$ cat src/rtl/alu_issue_pkg.sv
// Shared op encoding and FSM state type for the ALU op issuer.
package alu_issue_pkg;

    localparam logic [1:0] OP_ADD = 2'b00;
    localparam logic [1:0] OP_SUB = 2'b01;
    localparam logic [1:0] OP_AND = 2'b10;
    localparam logic [1:0] OP_XOR = 2'b11;

    typedef enum logic [1:0] {
        IDLE  = 2'b00,
        DRIVE = 2'b01,
        RESP  = 2'b10
    } state_e;

endpackage

$ cat src/rtl/alu_issue_stats.sv
// Per-op saturating issue counters with a combinational read mux.
module alu_issue_stats
    import alu_issue_pkg::*;
#(
    parameter int unsigned CNT_W = 8
) (
    input  logic             clk,
    input  logic             rst,
    input  logic             inc_i,
    input  logic [1:0]       op_i,
    input  logic             clr_i,
    input  logic [1:0]       sel_i,
    output logic [CNT_W-1:0] count_o
);

    logic [CNT_W-1:0] cnt_q [4];
    logic [CNT_W-1:0] cnt_d [4];

    // Clear has priority over an accept in the same cycle.
    always_comb begin
        for (int i = 0; i < 4; i++) begin
            cnt_d[i] = cnt_q[i];
            if (clr_i) begin
                cnt_d[i] = '0;
            end else if (inc_i && (op_i == 2'(i)) && (cnt_q[i] != '1)) begin
                cnt_d[i] = cnt_q[i] + CNT_W'(1);
            end
        end
    end

    always_ff @(posedge clk) begin
        for (int i = 0; i < 4; i++) begin
            if (rst) begin
                cnt_q[i] <= '0;
            end else begin
                cnt_q[i] <= cnt_d[i];
            end
        end
    end

    always_comb begin
        count_o = '0;
        case (sel_i)
            OP_ADD:  count_o = cnt_q[0];
            OP_SUB:  count_o = cnt_q[1];
            OP_AND:  count_o = cnt_q[2];
            OP_XOR:  count_o = cnt_q[3];
            default: count_o = '0;
        endcase
    end

endmodule

$ cat src/rtl/alu_op_issuer.sv
// Issues one ALU command at a time to the result-mux datapath and returns fout after a settle time.
// Optional per-op issue counters are built when ALU_OP_ISSUER_STATS_EN is defined.
module alu_op_issuer
    import alu_issue_pkg::*;
#(
    parameter int unsigned WIDTH         = 4,
    parameter int          SETTLE_CYCLES = 1,
    parameter int unsigned CNT_W         = 8
) (
    input  logic             clk,
    input  logic             rst,
    input  logic             cmd_valid,
    output logic             cmd_ready,
    input  logic [1:0]       cmd_op,
    input  logic [WIDTH-1:0] cmd_a,
    input  logic [WIDTH-1:0] cmd_b,
    output logic [WIDTH-1:0] alu_a,
    output logic [WIDTH-1:0] alu_b,
    output logic [1:0]       selector,
    input  logic [WIDTH-1:0] fout,
    output logic             res_valid,
    input  logic             res_ready,
    output logic [WIDTH-1:0] res_data,
    output logic [1:0]       res_op,
    output logic             res_zero,
    input  logic [1:0]       stat_sel,
    input  logic             stat_clr,
    output logic [CNT_W-1:0] stat_count
);

    localparam int unsigned SET_W = (SETTLE_CYCLES > 1) ? $clog2(SETTLE_CYCLES) : 1;

    if (SETTLE_CYCLES < 1) begin : g_bad_settle
        $error("alu_op_issuer: SETTLE_CYCLES must be at least 1");
    end

    state_e           state_q,     state_d;
    logic [SET_W-1:0] cnt_q,       cnt_d;
    logic [WIDTH-1:0] alu_a_q,     alu_a_d;
    logic [WIDTH-1:0] alu_b_q,     alu_b_d;
    logic [1:0]       sel_q,       sel_d;
    logic [WIDTH-1:0] res_data_q,  res_data_d;
    logic [1:0]       res_op_q,    res_op_d;
    logic             res_zero_q,  res_zero_d;
    logic             res_valid_q, res_valid_d;
    logic             accept_c;

    assign cmd_ready = (state_q == IDLE) && !rst;
    assign accept_c  = cmd_valid && cmd_ready;

    // Operands and selector only change on accept, so the datapath stays quiet otherwise.
    always_comb begin
        state_d     = state_q;
        cnt_d       = cnt_q;
        alu_a_d     = alu_a_q;
        alu_b_d     = alu_b_q;
        sel_d       = sel_q;
        res_data_d  = res_data_q;
        res_op_d    = res_op_q;
        res_zero_d  = res_zero_q;
        res_valid_d = res_valid_q;
        case (state_q)
            IDLE: begin
                if (accept_c) begin
                    alu_a_d  = cmd_a;
                    alu_b_d  = cmd_b;
                    sel_d    = cmd_op;
                    res_op_d = cmd_op;
                    cnt_d    = SET_W'(SETTLE_CYCLES - 1);
                    state_d  = DRIVE;
                end
            end
            DRIVE: begin
                if (cnt_q == '0) begin
                    res_data_d  = fout;
                    res_zero_d  = (fout == '0);
                    res_valid_d = 1'b1;
                    state_d     = RESP;
                end else begin
                    cnt_d = cnt_q - SET_W'(1);
                end
            end
            RESP: begin
                if (res_ready) begin
                    res_valid_d = 1'b0;
                    state_d     = IDLE;
                end
            end
            default: state_d = IDLE;
        endcase
    end

    always_ff @(posedge clk) begin
        if (rst) begin
            state_q     <= IDLE;
            cnt_q       <= '0;
            alu_a_q     <= '0;
            alu_b_q     <= '0;
            sel_q       <= '0;
            res_data_q  <= '0;
            res_op_q    <= '0;
            res_zero_q  <= 1'b1;
            res_valid_q <= 1'b0;
        end else begin
            state_q     <= state_d;
            cnt_q       <= cnt_d;
            alu_a_q     <= alu_a_d;
            alu_b_q     <= alu_b_d;
            sel_q       <= sel_d;
            res_data_q  <= res_data_d;
            res_op_q    <= res_op_d;
            res_zero_q  <= res_zero_d;
            res_valid_q <= res_valid_d;
        end
    end

    assign alu_a     = alu_a_q;
    assign alu_b     = alu_b_q;
    assign selector  = sel_q;
    assign res_data  = res_data_q;
    assign res_op    = res_op_q;
    assign res_zero  = res_zero_q;
    assign res_valid = res_valid_q;

`ifdef ALU_OP_ISSUER_STATS_EN
    alu_issue_stats #(
        .CNT_W (CNT_W)
    ) u_stats (
        .clk     (clk),
        .rst     (rst),
        .inc_i   (accept_c),
        .op_i    (cmd_op),
        .clr_i   (stat_clr),
        .sel_i   (stat_sel),
        .count_o (stat_count)
    );
`else
    logic unused_stats;
    assign unused_stats = ^{stat_sel, stat_clr};
    assign stat_count   = '0;
`endif

endmodule

$ cat config.mk
export PLATFORM = sky130hd
export DESIGN_NAME = alu_op_issuer
export DESIGN_NICKNAME = d
export VERILOG_FILES = /design/src/rtl/alu_issue_pkg.sv /design/src/rtl/alu_issue_stats.sv /design/src/rtl/alu_op_issuer.sv
export SDC_FILE = /design/constraint.sdc
export NUM_CORES = 1
export LEC_CHECK = 0
export CORE_ASPECT_RATIO = 0.75
export CORE_MARGIN = 8
export CORE_UTILIZATION = 31
export CTS_CLUSTER_DIAMETER = 80
export DETAILED_ROUTE_END_ITERATION = 10
export PLACE_DENSITY = 0.76
export SYNTH_ARGS = -nofsm -noshare
export SYNTH_HDL_FRONTEND = slang
export SYNTH_SLANG_ARGS = --single-unit
$ cat constraint.sdc
create_clock -name clk -period 1.3 [get_ports clk]
set_input_delay 0.26 -clock clk [delete_from_list [all_inputs] [get_ports clk]]
set_output_delay 0.26 -clock clk [all_outputs]
set_load 0.02 [all_outputs]
==> results of run 1 <==
-- per-stage QoR --
stage / cell area [um^2] / cells / power, mW / hold slack, ns / TNS (ns)
floorplan: 764 / 93 / 0.763 / 0.393 / 0
global placement: 1100 / 154 / 0.871 / 0.442 / -4.21
detailed placement: 1100 / 154 / 0.875 / 0.446 / -4.35
CTS: 1100 / 157 / 1.13 / 0.457 / 0
global route: 1110 / 157 / 1.18 / 0.472 / -0.376
finish: 1110 / 157 / 1.12 / 0.454 / -0.0107
-- worst min-delay path by stage --
stage                                       end  slack (ns)
final                     alu_b[3]$_SDFFE_PP0P_        0.45
after global routing      alu_b[3]$_SDFFE_PP0P_        0.47
after CTS                 alu_b[3]$_SDFFE_PP0P_        0.46
after detailed placement  alu_b[3]$_SDFFE_PP0P_        0.45
after global placement    alu_a[0]$_SDFFE_PP0P_        0.44
after floorplan           alu_a[0]$_SDFFE_PP0P_        0.39
-- worst register-to-register path, delay by kind of cell, from the launching register on --
family | cells | cell delay (ns)
AND/OR/NAND/NOR | 2 | 0.62
flip-flops | 1 | 0.34
buffers and inverters | 1 | 0.17
AO/OA/AOI/OAI | 1 | 0.06
-- final cells by class --
class                      instances  area (um^2)
timing repair buffer              42          384
fill                             234         1160
tap                               34         42.5
multi-input combinational         58          285
inverter                           2         12.5
sequential                        18          363
clock buffer                       3         22.5
-- layer usage --
layer,vias up,global-route usage [%]
li1,334,-
met1,281,9.66
met2,31,14.1
met3,0,6.71
met4,0,0.870
met5,-,0
-- registers in the layout, indices dropped and copies added, names as in the netlist --
name and count:
res_valid 1, res_op 2, alu_b 4, alu_a 4, res_data 4, state_q 2, res_zero 1
-- what timing repair did --
item,CTS,global route
endpoints found under the setup margin,29,14
pin swaps,1,0
gates resized for setup,28,4
-- power groups by stage --
stage          Clock [mW]  Combinational (mW)  Sequential, mW
3_5_place_dp            0               0.265           0.610
5_1_grt             0.307               0.270           0.601
6_report            0.272               0.248           0.596
4_1_cts             0.283               0.247           0.596
2_1_floorplan           0               0.123           0.641
3_3_place_gp            0               0.263           0.608
-- cells in the mapped netlist, drive strengths merged --
cell / n
nand2: 20
or4b: 1
dfxtp: 18
a211oi: 1
inv: 2
clkbuf: 1
a211o: 1
nor2: 7
nor3: 1
nor2b: 2
mux2i: 4
a21oi: 11
nor4: 1
o21ai: 1
buf: 14
conb: 1
-- cells by family (layout without fill, tap and decap cells) --
logic type | count (synthesis) | in the layout | synth area share (%)
AND/OR/NAND/NOR | 32 | 32 | 18.8
flip-flops | 18 | 18 | 48.8
buffers and inverters | 17 | 47 | 16.1
AO/OA/AOI/OAI | 14 | 14 | 10.3
multiplexers | 4 | 4 | 5.42
other | 1 | 8 | 0.508
==> flow_summary.toml, run 1 <==
[placement]
port_buffers = 36
gp_congestion = 0.702
dp_slack_ns = -0.459
hpwl_um = 1490

[detailed_routing]
drc_errors = 0
routed_wl_um = 1890
maxUsedRoutingLayer = "met3"
drt-met1-wl_um = 786
drtAntennaViolNets = 0
vias = 646
wl_met2_um = 850
vias_per_cell = 4.11
wire_per_inst_um = 12.0
first_pass_iters = 6
met3_length_um = 253
drt-initial-drc-count = 20

[power]
p_leak_nw = 0.499
ir_drop_mv = 0.513
p_int_uw = 804
combPwrFrac_pct = 22.2
seq_power_share_pct = 53.4
p_switching_uw = 312
clockPowerShare_pct = 24.3
swShare_pct = 28.0
power_density_nw_per_um2 = 1010

[run_status]
violations = "negative setup slack"
status = "finished, violations left"

[setup_path]
endpoint = "alu_a[3]$_SDFFE_PP0P_"
slowest_stage = "or4b_4"
reg2reg_to = "alu_a[3]$_SDFFE_PP0P_"
reg2reg_depth = 4
critPathTopFamily = "buffers and inverters"
end_kind = "flip-flop"
critPathMaxStageDelay_ns = 0.50
crit_required_ns = 1.48
startpoint_type = "primary input"
cp_num_cells = 5
r2r_slack_ns = 0.01
arrival_ns = 1.49
crit_buf_inv = 2
worstPathMaxFanout = 10
worstPathCellList = "clkdlybuf4s50_1 -> or4b_4 -> buf_6 -> nand2_1 -> a21oi_1"
crit_path_start = "cmd_valid"
critPathKind = "in2reg"
reg2reg_from = "state_q[0]$_SDFFE_PP0P_"

[worst_hold_path]
hp-start = "alu_b[3]$_SDFFE_PP0P_"
whs_path_depth = 2
hold_class = "reg2reg"

[global_routing]
grt_max_degree = 12
grt_overflow = 0
grt_pass1_wl_um = 2950
grt_antenna_before_repair = 0
grt_pass1_vias = 655
grt_usage_pct = 8.95

[finish]
syn_to_final_growth_pct = 50.3
drive_gt1_share_pct = 11.4
nets = 146
antenna_cells = 0
final_common_cell = "nand2_1"
finish.utilization_pct = 48.9
final_cell_mix = "nand2_1 (20), dfxtp_1 (16), clkdlybuf4s50_1 (16), dlygate4sd2_1 (16), a21oi_1 (11)"

[synth]
yosysTopAreaCellShare_pct = 48.8
synth_seq_cells = 18
yosys_warnings = 0
ys_types = 19
syn_avg_cell_area_um2 = 8.58
ys_seq_area_share_pct = 48.8
synth.cell_area_um2 = 738
synth_cells = 86
synth.top_cells.by_area = "dfxtp_1 (49%), buf_4 (10%), nand2_1 (10%), a21oi_1 (7.5%), mux2i_1 (5.4%)"
yosys.area.top_type = "dfxtp_1"

[job]
cap_violations = 0

[sta]
fin_crit_ns = 1.31
rsz0062_at_grt = "true"
slew_viol_final = 0
final.period_utilization_pct = 100
worst_slack_ns = -0.00576
fmax_mhz = 766
fin_skew_ns = 0.00111
hold_viol = 0
setup_viol = 3

[floorplan]
num_rows = 15
dieHeight_um = 58.3
die_x_um = 72.3
ios = 48
initial_utilization_pct = 32.5
design.die.area_um2 = 4210
fp.coreArea_um2 = 2270

[clocking]
cts_setup_buffers = 0
cts-root-buf = "clkbuf_4"
clock_sinks = 18
clock_latency_ns = 0.28
clk_path_buf_depth = 2
cts_tree = "done"
numCtsBuffers = 3
cts.hold.buffers_added = 0
clk_pin_slew_ns = 0.10
h-tree-depth = 1
No activity file was read; power rests on OpenSTA's default activity.
==> run 2: changes to the inputs <==
--- a/config.mk
+++ b/config.mk
@@ -5,6 +5,7 @@
 export SDC_FILE = /design/constraint.sdc
 export NUM_CORES = 1
 export LEC_CHECK = 0
+export ABC_CLOCK_PERIOD_IN_PS = 1300
 export CORE_ASPECT_RATIO = 0.75
 export CORE_MARGIN = 8
 export CORE_UTILIZATION = 31
@@ -13,4 +14,5 @@
 export PLACE_DENSITY = 0.76
 export SYNTH_ARGS = -nofsm -noshare
 export SYNTH_HDL_FRONTEND = slang
+export SYNTH_HIERARCHICAL = 1
 export SYNTH_SLANG_ARGS = --single-unit
==> results of run 2 <==
No change in the layout: final DEF, timing and power equal those of run 1.
Main changes from that run: Yosys warning count 0 -> 6
